`src/rtl/maxnet_param.sv`:
```
// maxnet_param: parametrised winner-take-all (MaxNet) engine.
// Latches N unsigned W-bit activations on start. It then applies one
// lateral-inhibition update per clock until a single non-zero activation
// remains, all activations are zero, or MAX_ITER updates have been done.
//
// Ports:
//   clk        rising-edge clock
//   rst        synchronous active-high reset (aborts any run)
//   start      begin a run; only honoured in IDLE
//   in_data    N*W activations, channel i = in_data[i*W +: W]
//   busy       high from the accepting edge until the cycle after DONE
//   done       one-cycle pulse while in DONE
//   result     original input value of the winner (0 if none)
//   winner_idx winning channel (0 if none)
//   valid      unique winner found
//   timeout    MAX_ITER reached without convergence
//   iter_count number of updates performed in the last run
module maxnet_param #(
  parameter int unsigned N         = 4,
  parameter int unsigned W         = 32,
  parameter int unsigned EPS_SHIFT = 3,
  parameter int unsigned MAX_ITER  = 255,
  parameter int unsigned IW        = 16
) (
  input  logic                 clk,
  input  logic                 rst,
  input  logic                 start,
  input  logic [N*W-1:0]       in_data,
  output logic                 busy,
  output logic                 done,
  output logic [W-1:0]         result,
  output logic [$clog2(N)-1:0] winner_idx,
  output logic                 valid,
  output logic                 timeout,
  output logic [IW-1:0]        iter_count
);

  localparam int unsigned XW = $clog2(N);
  localparam int unsigned SW = W + XW;  // sum of N W-bit values never overflows
  localparam int unsigned CW = 16;      // internal iteration counter width

  typedef enum logic [1:0] {
    S_IDLE = 2'd0,
    S_ITER = 2'd1,
    S_DONE = 2'd2
  } state_t;

  state_t          state, state_nxt;
  logic [W-1:0]    a     [N];
  logic [W-1:0]    a_nxt [N];
  logic [W-1:0]    orig     [N];
  logic [W-1:0]    orig_nxt [N];
  logic [CW-1:0]   cnt, cnt_nxt;

  logic            busy_nxt, done_nxt, valid_nxt, timeout_nxt;
  logic [W-1:0]    result_nxt;
  logic [XW-1:0]   winner_idx_nxt;
  logic [IW-1:0]   iter_count_nxt;

  logic [SW-1:0]   sum;
  logic [SW-1:0]   inh   [N];
  logic [W-1:0]    a_upd [N];
  logic [XW:0]     nz;
  logic [XW-1:0]   win;

  // Datapath: total activation, per-channel inhibition, clamped update,
  // non-zero count and index of the (last) non-zero channel.
  always_comb begin
    sum = '0;
    nz  = '0;
    win = '0;
    for (int i = 0; i < int'(N); i++) begin
      sum = sum + SW'(a[i]);
      if (a[i] != '0) begin
        nz  = nz + 1'b1;
        win = XW'(i);
      end
    end
    for (int i = 0; i < int'(N); i++) begin
      inh[i]   = (sum - SW'(a[i])) >> EPS_SHIFT;
      // ReLU clamp: a channel inhibited by at least its own value dies.
      a_upd[i] = (SW'(a[i]) > inh[i]) ? (a[i] - W'(inh[i])) : '0;
    end
  end

  // Next-state and registered-output logic.
  always_comb begin
    state_nxt      = state;
    a_nxt          = a;
    orig_nxt       = orig;
    cnt_nxt        = cnt;
    busy_nxt       = busy;
    done_nxt       = 1'b0;
    valid_nxt      = valid;
    timeout_nxt    = timeout;
    result_nxt     = result;
    winner_idx_nxt = winner_idx;
    iter_count_nxt = iter_count;

    case (state)
      S_IDLE: begin
        busy_nxt = 1'b0;
        if (start) begin
          for (int i = 0; i < int'(N); i++) begin
            a_nxt[i]    = in_data[i*W +: W];
            orig_nxt[i] = in_data[i*W +: W];
          end
          cnt_nxt   = '0;
          busy_nxt  = 1'b1;
          state_nxt = S_ITER;
        end
      end

      S_ITER: begin
        if (nz == (XW+1)'(1)) begin
          state_nxt      = S_DONE;
          done_nxt       = 1'b1;
          valid_nxt      = 1'b1;
          timeout_nxt    = 1'b0;
          winner_idx_nxt = win;
          result_nxt     = orig[win];
          iter_count_nxt = IW'(cnt);
        end else if (nz == '0) begin
          state_nxt      = S_DONE;
          done_nxt       = 1'b1;
          valid_nxt      = 1'b0;
          timeout_nxt    = 1'b0;
          winner_idx_nxt = '0;
          result_nxt     = '0;
          iter_count_nxt = IW'(cnt);
        end else if (cnt == CW'(MAX_ITER)) begin
          state_nxt      = S_DONE;
          done_nxt       = 1'b1;
          valid_nxt      = 1'b0;
          timeout_nxt    = 1'b1;
          winner_idx_nxt = '0;
          result_nxt     = '0;
          iter_count_nxt = IW'(cnt);
        end else begin
          a_nxt   = a_upd;
          cnt_nxt = cnt + 1'b1;
        end
      end

      S_DONE: begin
        state_nxt = S_IDLE;
        busy_nxt  = 1'b0;
      end

      default: begin
        state_nxt = S_IDLE;
        busy_nxt  = 1'b0;
      end
    endcase
  end

  // State and output registers; reset wins over everything.
  always_ff @(posedge clk) begin
    if (rst) begin
      state      <= S_IDLE;
      for (int i = 0; i < int'(N); i++) begin
        a[i]    <= '0;
        orig[i] <= '0;
      end
      cnt        <= '0;
      busy       <= 1'b0;
      done       <= 1'b0;
      valid      <= 1'b0;
      timeout    <= 1'b0;
      result     <= '0;
      winner_idx <= '0;
      iter_count <= '0;
    end else begin
      state      <= state_nxt;
      a          <= a_nxt;
      orig       <= orig_nxt;
      cnt        <= cnt_nxt;
      busy       <= busy_nxt;
      done       <= done_nxt;
      valid      <= valid_nxt;
      timeout    <= timeout_nxt;
      result     <= result_nxt;
      winner_idx <= winner_idx_nxt;
      iter_count <= iter_count_nxt;
    end
  end

endmodule

```
`config.mk`:
```
export PLATFORM = sky130hd
export DESIGN_NAME = maxnet_param
export DESIGN_NICKNAME = d
export VERILOG_FILES = /design/src/rtl/maxnet_param.sv
export SDC_FILE = /design/constraint.sdc
export NUM_CORES = 2
export LEC_CHECK = 0
export CAP_MARGIN = 20
export CORE_UTILIZATION = 65
export CTS_CLUSTER_DIAMETER = 80
export CTS_CLUSTER_SIZE = 40
export DETAILED_ROUTE_END_ITERATION = 6
export PLACE_DENSITY = 0.87
export SLEW_MARGIN = 10
export SYNTH_ARGS = -nofsm -noshare
export SYNTH_HDL_FRONTEND = slang
export SYNTH_SLANG_ARGS = --single-unit
```
`constraint.sdc`:
```
create_clock -name clk -period 15.2 [get_ports clk]
set_clock_uncertainty 0.2 [all_clocks]
set_input_delay 3.8 -clock clk [delete_from_list [all_inputs] [get_ports clk]]
set_output_delay 3.8 -clock clk [all_outputs]
set_load 0.01 [all_outputs]
```
==> flow_metrics.py <==
metrics = {
    "setup_path": {
        "critPathLaunchType": "flop",
        "reg2reg_to": "a[4]",
        "rrSetupSlack_ns": 5.30,
        "crit_slowest_cell": "a21oi_1",
        "crit_start": "a[37]",
        "worstPathRequired_ns": 15.48,
        "worst-path-max-fanout": 8,
        "worstSetupPathType": "reg2reg",
        "ff2ff_path_depth": 32,
        "cp_slowest_stage_delay_ns": 0.90,
        "endpoint_kind": "flop",
        "r2r_start": "a[37]",
        "cp.arrival_ns": 10.18,
        "cp-endpoint": "a[4]",
    },
    "sta": {
        "min_period_ns": 9.90,
        "post-route-period-util_pct": 65.1,
        "fmax_mhz": 101,
        "rsz0062_at_grt": "false",
        "slew_violations": 0,
        "slew_headroom_pct": 22.0,
        "worst-slew-pin-transition_ns": 1.17,
        "tns_ns": 0,
        "setup_viol_count_final": 0,
        "fin_ws_ns": 5.30,
        "hold_violations": 0,
    },
    "logic_synthesis": {
        "async_reset_ff_share_pct": 0,
        "yosysWarningCount": 0,
        "yosys_most_used_dff": "dfxtp_1",
        "synth-edff-count": 0,
        "synth.avg_cell_area_um2": 7.92,
        "syn_inst": 3478,
        "ys_types": 85,
        "syn_nets": 3963,
        "ys_seq_elements": 328,
        "synth-seq-area-share_pct": 23.8,
        "netlist_area_um2": 27600,
    },
    "finish": {
        "nets": 4050,
        "num-fill-cells": 3276,
        "drive_gt1_share_pct": 3.46,
        "finalNonFillerCells": 4122,
        "syn_to_final_growth_pct": 10.9,
        "multiInputGateArea_um2": 19600,
        "seq_area_um2": 6570,
    },
    "floorplanning": {
        "rows": 75,
        "core_um2": 41900,
        "die_w_um": 208,
        "num_io_pins": 185,
        "die-area_um2": 43200,
        "start_util_pct": 65.8,
        "die_h_um": 208,
    },
    "grt": {
        "use_met2_pct": 66.4,
        "grtUsageMet1_pct": 61.9,
        "grt-ovfl-total": 0,
        "grt_pass1_vias": 26200,
        "use_met3_pct": 9.97,
        "top_usage_layer": "met2",
        "antenna_found_initial": 4,
        "grt_pass1_wl_mm": 149,
        "grt_max_degree": 192,
        "grt_usage_pct": 44.3,
    },
    "clocking": {
        "cts_sinks": 328,
        "cts.repair.resized": 0,
        "cts_tree": "yes",
        "h-tree-depth": 1,
        "clockBufferDepth": 3,
        "clk_pin_slew_ns": 0.11,
        "cts_buffers": 22,
        "root_buffer": "clkbuf_16",
        "post_cts_buffers": 0,
        "cts_hold_buf": 0,
        "clock_latency_ns": 0.60,
    },
    "route": {
        "remaining_drc_errors": 20,
        "num_vias": 28300,
        "first_pass_iters": 7,
        "routed_via_density": 6.86,
        "wl_per_cell_um": 24.1,
        "drt-total-wl_mm": 99.2,
        "drt.antenna.violating_nets": 0,
        "first_iter_violations": 4210,
    },
    "run_status": {
        "violations": "design-rule violations",
        "outcome": "finished, violations left",
    },
    "placed_design": {
        "post-dp-hpwl_mm": 78.3,
        "io_buffers": 184,
        "dp.cells": 4079,
        "place_congestion": 1.04,
        "pre_cts_slack_ns": 5.64,
    },
    "job": {
        "drv_cap": 0,
    },
    "hold_path": {
        "holdCritPathClass": "reg2reg",
    },
}
==> synthesized netlist by cell type (8+ instances only) <==
cell type / count / area, um2
a211o_1: 8 / 70.1
a211oi_1: 20 / 150
a21boi_0: 22 / 165
a21o_1: 112 / 841
a21oi_1: 368 / 1840
a222oi_1: 94 / 941
a22o_1: 20 / 175
a22oi_1: 22 / 165
a311oi_1: 18 / 158
a31o_2: 8 / 70.1
a31oi_1: 35 / 219
and2_1: 15 / 93.8
and3_1: 29 / 181
buf_1: 9 / 33.8
buf_2: 14 / 70.1
clkbuf_1: 115 / 432
dfxtp_1: 328 / 6570
fa_1: 68 / 1360
ha_1: 286 / 3580
inv_1: 237 / 890
mux2i_1: 19 / 190
nand2_1: 400 / 1500
nand2b_1: 41 / 257
nand3_1: 47 / 235
nand3b_1: 11 / 82.6
nand4_1: 56 / 350
nor2_1: 297 / 1110
nor2b_1: 38 / 238
nor3_1: 50 / 250
nor4_1: 43 / 269
o211ai_1: 19 / 143
o21a_1: 37 / 278
o21ai_0: 108 / 541
o21ai_1: 8 / 40.0
o21bai_1: 37 / 278
o221ai_1: 34 / 298
o22ai_1: 13 / 81.3
o31ai_1: 12 / 90.1
or2_2: 24 / 150
or3_1: 19 / 119
xnor2_1: 131 / 1150
xor2_1: 111 / 972
==> layout by cell type, fill, tap and decap left out, drive strengths merged, types with 35 or more instances in the layout <==
cell / netlist / layout
nor2: 298 / 298
fa: 68 / 68
o21ai: 116 / 116
nor4: 44 / 44
nand2: 400 / 400
a21oi: 371 / 371
nand2b: 41 / 41
a222oi: 94 / 94
ha: 286 / 286
nand4: 56 / 56
clkdlybuf4s50: 0 / 183
nor2b: 38 / 38
o21a: 37 / 37
a21o: 112 / 112
a31oi: 35 / 35
nor3: 52 / 52
dfxtp: 328 / 328
xnor2: 131 / 131
xor2: 111 / 111
nand3: 47 / 47
inv: 237 / 243
o21bai: 37 / 37
==> worst max-delay path: cells and delay by family, from the launching register on <==
kind	cells	cell delay, ns
compound gates	13	3.81
fa+ha+maj	5	2.06
flops	1	0.40
buf+inv	2	0.15
simple gates	11	2.93
xor+xnor	1	0.25
==> registers in the layout, indices dropped and copies added (netlist names) <==
register and count:
orig 128, winner_idx 2, done 1, a 128, result 32, state 2
timeout 1, busy 1, iter_count 16, cnt 16, valid 1
==> how the worst min path moves through the flow <==
stage	from	end	slack, ns	cells past startpoint
2_1_floorplan	orig[32]	orig[32]	0.24	2
3_3_place_gp	orig[73]	orig[73]	0.24	2
3_5_place_dp	busy	busy	0.25	2
4_1_cts	orig[56]	orig[56]	0.26	2
5_1_grt	orig[53]	orig[53]	0.27	2
6_report	orig[60]	orig[60]	0.26	2
==> layout make-up <==
cell class	instances	area share [%]
antenna	2	0.0164
clock inverter	18	0.885
tap	539	2.21
timing repair buffer	207	6.66
multi-input combinational	2769	64.0
inverter	237	2.91
sequential	328	21.5
clock buffer	22	1.80
==> logic make-up after synthesis <==
logic type / synth area share [%]
buffers and inverters: 5.38
AOI/OAI and AO/OA: 26.1
and+or+nand+nor: 18.4
DFF: 23.8
xor gates and xnor gates: 7.69
adders and majority gates: 17.9
muxes: 0.690
==> through the flow <==
stage	hold WS [ns]	instance area [um2]	utilization (%)
2_1_floorplan	0.236	27600	-
3_3_place_gp	0.241	29700	71.0
3_5_place_dp	0.246	29700	71.0
4_1_cts	0.263	30500	73.0
5_1_grt	0.275	30500	73.0
6_report	0.261	30600	73.0
==> per-layer routing <==
layer | up-vias | wire [um]
met4 | 4 | 4340
li1 | 12800 | -
met2 | 1845 | 41500
met3 | 294 | 13900
met1 | 13300 | 39500
met5 | - | 27
Power is not shown: default switching activity piles up to over one toggle a cycle in this logic, so the estimate is an artifact.
